[src/rtl/riscv_pkg.sv]
// riscv_pkg: shared RV32I core constants and register-index type
package riscv_pkg;
    localparam int XLEN     = 32;
    localparam int REG_AW   = 5;
    localparam int NREG     = 32;
    localparam int ZERO_REG = 0;
    typedef logic [REG_AW-1:0] reg_idx_t;
endpackage

[src/rtl/regfile_scoreboard.sv]
// regfile_scoreboard: pending-write bit per register with combinational busy lookup
module regfile_scoreboard
    import riscv_pkg::*;
#(
    parameter int NREG = riscv_pkg::NREG,
    parameter int AW   = riscv_pkg::REG_AW
) (
    input  logic          clk,
    input  logic          rst,
    input  logic          issue_en,
    input  logic [AW-1:0] issue_rd,
    input  logic          wb_en,
    input  logic [AW-1:0] wb_rd,
    input  logic [AW-1:0] lk1_addr,
    input  logic [AW-1:0] lk2_addr,
    output logic          lk1_busy,
    output logic          lk2_busy
);
    logic [NREG-1:0] pending, set_m, clr_m, keep_m;
    always_comb begin
        set_m    = issue_en ? NREG'(1) << issue_rd : '0;
        clr_m    = wb_en ? NREG'(1) << wb_rd : '0;
        keep_m   = ~(NREG'(1) << ZERO_REG);
        lk1_busy = pending[lk1_addr] & ~(wb_en && wb_rd == lk1_addr);
        lk2_busy = pending[lk2_addr] & ~(wb_en && wb_rd == lk2_addr);
    end
    // set applied after clear so a same-edge reissue keeps the newer reservation
    always_ff @(posedge clk or posedge rst)
        if (rst) pending <= '0;
        else     pending <= ((pending & ~clr_m) | set_m) & keep_m;
endmodule

[src/rtl/regfile_rd.sv]
// regfile_rd: 32 x XLEN integer register file, two registered read ports with wb bypass, scoreboard busy
module regfile_rd
    import riscv_pkg::*;
#(
    parameter int XLEN = riscv_pkg::XLEN,
    parameter int NREG = riscv_pkg::NREG,
    parameter int AW   = riscv_pkg::REG_AW
) (
    input  logic            clk,
    input  logic            rst,
    input  logic            rd_en,
    input  logic [AW-1:0]   rs1_addr,
    input  logic [AW-1:0]   rs2_addr,
    output logic [XLEN-1:0] rs1_data,
    output logic [XLEN-1:0] rs2_data,
    output logic            rs1_busy,
    output logic            rs2_busy,
    input  logic            issue_en,
    input  logic [AW-1:0]   issue_rd,
    input  logic            wb_en,
    input  logic [AW-1:0]   wb_rd,
    input  logic [XLEN-1:0] wb_data
);
    logic [XLEN-1:0] regs [1:NREG-1];
    logic [XLEN-1:0] rs1_nxt, rs2_nxt;
    logic            wb_we;
    always_comb begin
        wb_we   = wb_en && wb_rd != AW'(ZERO_REG);
        rs1_nxt = (rs1_addr == AW'(ZERO_REG)) ? '0 : (wb_en && wb_rd == rs1_addr) ? wb_data : regs[rs1_addr];
        rs2_nxt = (rs2_addr == AW'(ZERO_REG)) ? '0 : (wb_en && wb_rd == rs2_addr) ? wb_data : regs[rs2_addr];
    end
    always_ff @(posedge clk or posedge rst)
        if (rst) begin
            for (int i = 1; i < NREG; i++) regs[i] <= '0;
            rs1_data <= '0;
            rs2_data <= '0;
        end else begin
            if (wb_we) regs[wb_rd] <= wb_data;
            if (rd_en) begin
                rs1_data <= rs1_nxt;
                rs2_data <= rs2_nxt;
            end
        end
    regfile_scoreboard #(.NREG(NREG), .AW(AW)) u_sb (
        .clk      (clk),
        .rst      (rst),
        .issue_en (issue_en),
        .issue_rd (issue_rd),
        .wb_en    (wb_en),
        .wb_rd    (wb_rd),
        .lk1_addr (rs1_addr),
        .lk2_addr (rs2_addr),
        .lk1_busy (rs1_busy),
        .lk2_busy (rs2_busy)
    );
endmodule

[config.mk]
export PLATFORM = sky130hd
export DESIGN_NAME = regfile_rd
export DESIGN_NICKNAME = d
export VERILOG_FILES = /design/src/rtl/riscv_pkg.sv /design/src/rtl/regfile_scoreboard.sv /design/src/rtl/regfile_rd.sv
export SDC_FILE = /design/constraint.sdc
export NUM_CORES = 2
export LEC_CHECK = 0
export CAP_MARGIN = 10
export CORE_MARGIN = 10
export CORE_UTILIZATION = 45
export CTS_CLUSTER_DIAMETER = 150
export DETAILED_ROUTE_END_ITERATION = 12
export PLACE_DENSITY = 0.69
export SYNTH_ARGS = -nofsm -noshare
export SYNTH_HDL_FRONTEND = slang
export SYNTH_SLANG_ARGS = --single-unit
[constraint.sdc]
create_clock -name clk -period 35.7 [get_ports clk]
set_input_delay 3.57 -clock clk [delete_from_list [all_inputs] [get_ports clk]]
set_output_delay 3.57 -clock clk [all_outputs]
set_load 0.01 [all_outputs]
## After elaboration in Yosys (flattened, before gate mapping)

Index checks and enable logic that the tools add are counted.

- Multipliers: 0
- Add/subtract/negate cells: 0
- Shifts and indexed selects: 2
- $lt $le $gt $ge: 6
- Equal/unequal tests: 2
- Bitwise operators: 10
- Divide/modulo/power cells: 0
- Muxes and demuxes: 19
- Reductions and logical operators: 7

Operators by type and width:

| kind | number |
|---|---|
| $bwmux 992 | 1 |
| $mux 32 | 11 |
| $bmux 32 s5 | 2 |
| $demux 32 s5 | 1 |
| $shl 1x5->32 const A | 2 |
| $and 32x32->32 | 1 |
| $not 32->32 | 1 |
| $or 32x32->32 | 1 |
| $ge 6x6->1 const B | 3 |
| $not 5->6 | 3 |
| $lt 5x6->1 const B | 2 |
| $bmux 1 s5 | 2 |
| $eq 5x5->1 | 2 |
| $logic_not 5->1 | 2 |
| $lt 6x1->1 const B | 1 |
| $reduce_bool 5->1 | 1 |
| $logic_and 1x1->1 | 4 |
| $and 1x1->1 | 2 |
| $mux 1 | 2 |
| $not 1->1 | 2 |

- Bits in registers: 1087
- Input port bits: 57
- Word-level logic and storage cells: 80
- ROM bits: 0
- Memory bits (writable): 0
- Latch bits: 0
- Output and inout bits: 66
- Memories kept: 0

## Longest topological paths before layout

- Word-level depth: 6
- Depth in mapped cells: 11
- Mapped depth without buffers: 6

## Cells and area by module

A second synthesis with hierarchy kept.

- Cells, all modules: 4850
- Area, all modules: 57574.0 µm²

Modules (own cells, without submodules):

| module | cells an instance | instances | area an instance (µm²) | seq. area each (µm²) |
|---|---|---|---|---|
| regfile_rd | 4658 | 1 | 55553.3 | 26425.3 |
| regfile_scoreboard | 192 | 1 | 2020.7 | 775.7 |

## Worst setup path before layout

Ideal clock, no wire load.

- Kind: in2out
- Start point: in rs1_addr[1]
- End point: out rs1_busy
- Path slack: 26.943 ns
- Arrival: 5.187 ns
- Required time: 32.130 ns
- Buffers on the path: 3
- Stages: 7
- Path through: buf_2 > buf_2 > buf_2 > mux4_2 > mux4_2 > mux2i_1 > nor2_1

- Word-level cells in the longest chain between the ends: 4
- Elaborated cells between the ends (all ways): 6
- Classes of those cells: 1 x eq/ne; 2 x mux; 2 x bitwise; 1 x reduce/logical

Ends and longest elaborated chain:

| what | RTL line | RTL |
|---|---|---|
| from (decl) | regfile_rd.sv:12 | `input logic [AW-1:0] rs1_addr,` |
| branches (longest 3 deep; another with $bmux 1 s5) | n/a |  |
| $and 1x1->1 * | regfile_scoreboard.sv:24 | `lk1_busy = pending[lk1_addr] & ~(wb_en && wb_rd == lk1_addr);` |
| to (decl) | regfile_rd.sv:16 | `output logic rs1_busy,` |

Every way passes the cells marked *. The select of a mux whose other input is x is not followed.

## Worst setup path after layout

- Start point: in rs2_addr[1]
- End point: out rs2_busy

- Word-level cells in the longest chain between the ends: 4
- Elaborated cells between the ends (all ways): 6
- Classes of those cells: 1 x eq/ne; 2 x mux; 2 x bitwise; 1 x reduce/logical

Ends and longest elaborated chain:

| what | RTL line | RTL |
|---|---|---|
| from (decl) | regfile_rd.sv:13 | `input logic [AW-1:0] rs2_addr,` |
| branches (longest 3 deep; another with $bmux 1 s5) | n/a |  |
| $and 1x1->1 * | regfile_scoreboard.sv:25 | `lk2_busy = pending[lk2_addr] & ~(wb_en && wb_rd == lk2_addr);` |
| to (decl) | regfile_rd.sv:17 | `output logic rs2_busy,` |

Marked as above.

==> metrics.txt <==
outcome finished, final reports clean; Placement Setup Slack 25.16 ns; Die Footprint 144000 µm²; final core occ 50.4%; Power per Cell Area 57.2 nW/µm²; area grow syn2layout 11.1%; RSZ-0062 raised after global routing no; crit path to rs2_busy; Setup Skew 0.0265 ns; DR iter-0 viols 4634; commonest cells after routing, fill and taps aside dfrtp_1, mux2_2, mux4_2; I/O Buffers 122; initial core utilization 45.4%; Slew Limit Fails 0; startpoint types primary input; R2R setup slack 33.63 ns; Seq pwr share 45.2%; number of flops mapped to enable cells by yosys 0; Synth Cell Area 58000 µm²; Comb pwr share 20.2%; final instance area 64500 µm²; CTS tree built; detailed-route via count 38.7k; Core Area ~130000 µm²; initial antenna violation count 18; CP cell instances buf_8 > buf_12 > mux2_2 > a22o_1 > mux4_2 > o211a_1 > clkdlybuf4s50_1; post_cts resized 0; Std-Cell Rows 131; Pwr Total ~3.7 mW; Sw Share 27.6%; Rel. slew slack approximately 18%; Max Freq 0.0947 GHz; share of cells above drive strength 1 44.9%; sequential-to-total area share from yosys stat 46.9%; GRT Total Usage 25.7%; WP buf/inv 3; HP Class reg -> reg; Setup Buffers After CTS 0; Critical Path Slowest Stage Cell buf_12; Main synth FF type dfrtp_1; CTS clock-pin slew for the worst setup and hold paths 0.06 ns; Clk pwr share 34.6%; syn_area_per_cell 14.3 µm²; R2R cell count 5; Die Wd 379 µm; most common cell after layout, fill and taps aside dfrtp_1; drt drc 0; final setup violation count 0; number of I/O pins 123; Max Root-Sink Buffers 3; Total Routed Length about 190 mm; slack of the critical path 25.14 ns; Sum Neg Setup Slack 0 ns; Lkg Pwr 27.7 nW; multi-input logic area 28900 µm²; Mapped Cells 4058; FF/Latch Area 27200 µm²; number of max-cap violations 0; r2r endpoint rs1_data[21]; TritonCTS buffer count 119; WP data required 32.13 ns; Synth Register Bits 1087; Pint 2.67 mW; Yosys cell types 58; placed cells 5509; Max IR drop VDD 0.0000419 V; Crit path max-delay family buffers and inverters; die height 379 µm; number of cells on the critical path 7; clk_lat worst skew 0.73 ns; Critical R2R Launch regs[21]; final period utilization between 20% and 30%; Critical Path AT between 6 and 7 ns; largest net degree at the start of global routing 167; fin cells 5735; Hold WS 0.523 ns; Syn. warnings 0; max incr delay on CP roughly 0.65 ns; Filler cells about 11k; Synth Net Count 4115; Hold-fix buffers, CTS 0; Vias per Instance 6.75; Root Buffer clkbuf_16; CP max FO 103; Crit. End Element primary output; share of flip-flops with an asynchronous set or reset 100%; vias in the first global route between 30k and 40k; NumNets Final 4030; global placement routability congestion 0.852; Sink Count 1087; Fin. Hold Viols 0; Final ANT Viol Nets 0; Initial DRT Pass Iterations 9; crit path launch rs2_addr[1]; Hold Crit Depth 1; slew at the pin with the worst max-slew slack 1.23 ns; DP HPWL 103 mm; WL/cell 32.5 µm; switching power of the nets 1.02 mW; Crit Path Category in -> out; fin crit period 10.56 ns; first-pass GRT wire length 275 mm; H-tree lvl count 3; Overflow after GRT 0; placed cell area 60300 µm²
cells by family (layout without fill, tap and decap cells):
logic type	Yosys count	in the layout	synth area share, %
DFF	1087	1087	46.9
muxes	1733	1733	40.9
buffers and inverters	447	461	3.72
and+or+nand+nor	298	298	2.34
other	0	1	0
AOI/OAI and AO/OA	483	483	5.97
xor gates and xnor gates	10	10	0.151
power by group through the flow:
stage	logic (mW)	clock network [mW]	registers, mW
5_1_grt	0.802	1.34	1.69
6_report	0.744	1.27	1.67
4_1_cts	0.743	1.29	1.66
2_1_floorplan	0.580	0	1.62
3_3_place_gp	0.723	0	1.66
3_5_place_dp	0.740	0	1.68
area by class of cell:
| class | instances | share of cell area, % |
|---|---|---|
| inverters | 20 | 0.130 |
| well taps | 1662 | 3.23 |
| repair buffers | 221 | 3.35 |
| clock inverters | 35 | 0.639 |
| multi-input cells | 2524 | 44.8 |
| diodes | 1 | 0.00388 |
| clock buffers | 185 | 5.66 |
| flip-flops and latches | 1087 | 42.2 |
registers in the layout (all words and copies together), names as in the netlist:
register / cells
u_sb.pending: 31
regs: 992
rs2_data: 32
rs1_data: 32
worst register-to-register path, stage by stage, from the launching register on:
cell       delay [ns]
dfrtp_1          0.39
mux4_2           0.46
mux2i_1          0.24
nand2_1          0.13
a221oi_1         0.58
o2bb2ai_1        0.14
routing by layer:
| metal | vias up | track usage, % | part of all wire (%) |
|---|---|---|---|
| li1 | 15500 | - | - |
| met1 | 20900 | 36.3 | 42 |
| met2 | 1879 | 38.3 | 44 |
| met3 | 422 | 6.95 | 9.8 |
| met4 | 12 | 8.44 | 3.6 |
| met5 | - | 0 | 0.042 |
worst min-delay path by stage:
stage                           startpoint          endpoint  slack [ns]
after floorplan           u_sb.pending[25]  u_sb.pending[25]        0.46
after global placement           regs[461]         regs[461]        0.50
after detailed placement         regs[444]         regs[444]        0.51
after CTS                         regs[36]          regs[36]        0.52
after global routing             regs[270]         regs[270]        0.54
final                            regs[440]         regs[440]        0.52
synth_stat cells (all sizes together) (3+ instances only):
| cell type | instances | area [µm²] |
|---|---|---|
| o21ai | 78 | 390 |
| nor2 | 97 | 367 |
| mux2i | 262 | 2620 |
| xor2 | 8 | 70.1 |
| a31oi | 14 | 87.6 |
| dfrtp | 1087 | 27200 |
| a22oi | 96 | 721 |
| nand3 | 13 | 70.1 |
| a21oi | 48 | 240 |
| nand3b | 7 | 52.6 |
| nor3b | 8 | 60.1 |
| a222oi | 14 | 140 |
| a2bb2oi | 13 | 114 |
| a22o | 17 | 149 |
| clkbuf | 199 | 748 |
| and2 | 3 | 18.8 |
| and3 | 5 | 31.3 |
| nor2b | 20 | 125 |
| o311ai | 7 | 61.3 |
| nor3 | 19 | 95.1 |
| nand2 | 107 | 402 |
| o211ai | 11 | 82.6 |
| o2bb2ai | 19 | 166 |
| o221ai | 17 | 149 |
| o2111ai | 27 | 236 |
| a221oi | 38 | 333 |
| buf | 228 | 1330 |
| a32oi | 3 | 26.3 |
| o22ai | 44 | 275 |
| inv | 20 | 75.1 |
| or2 | 4 | 25.0 |
| a211oi | 27 | 208 |
| nand2b | 6 | 37.5 |
| mux2 | 1066 | 12000 |
| mux4 | 405 | 9120 |
(Power assumes the default switching activity.)
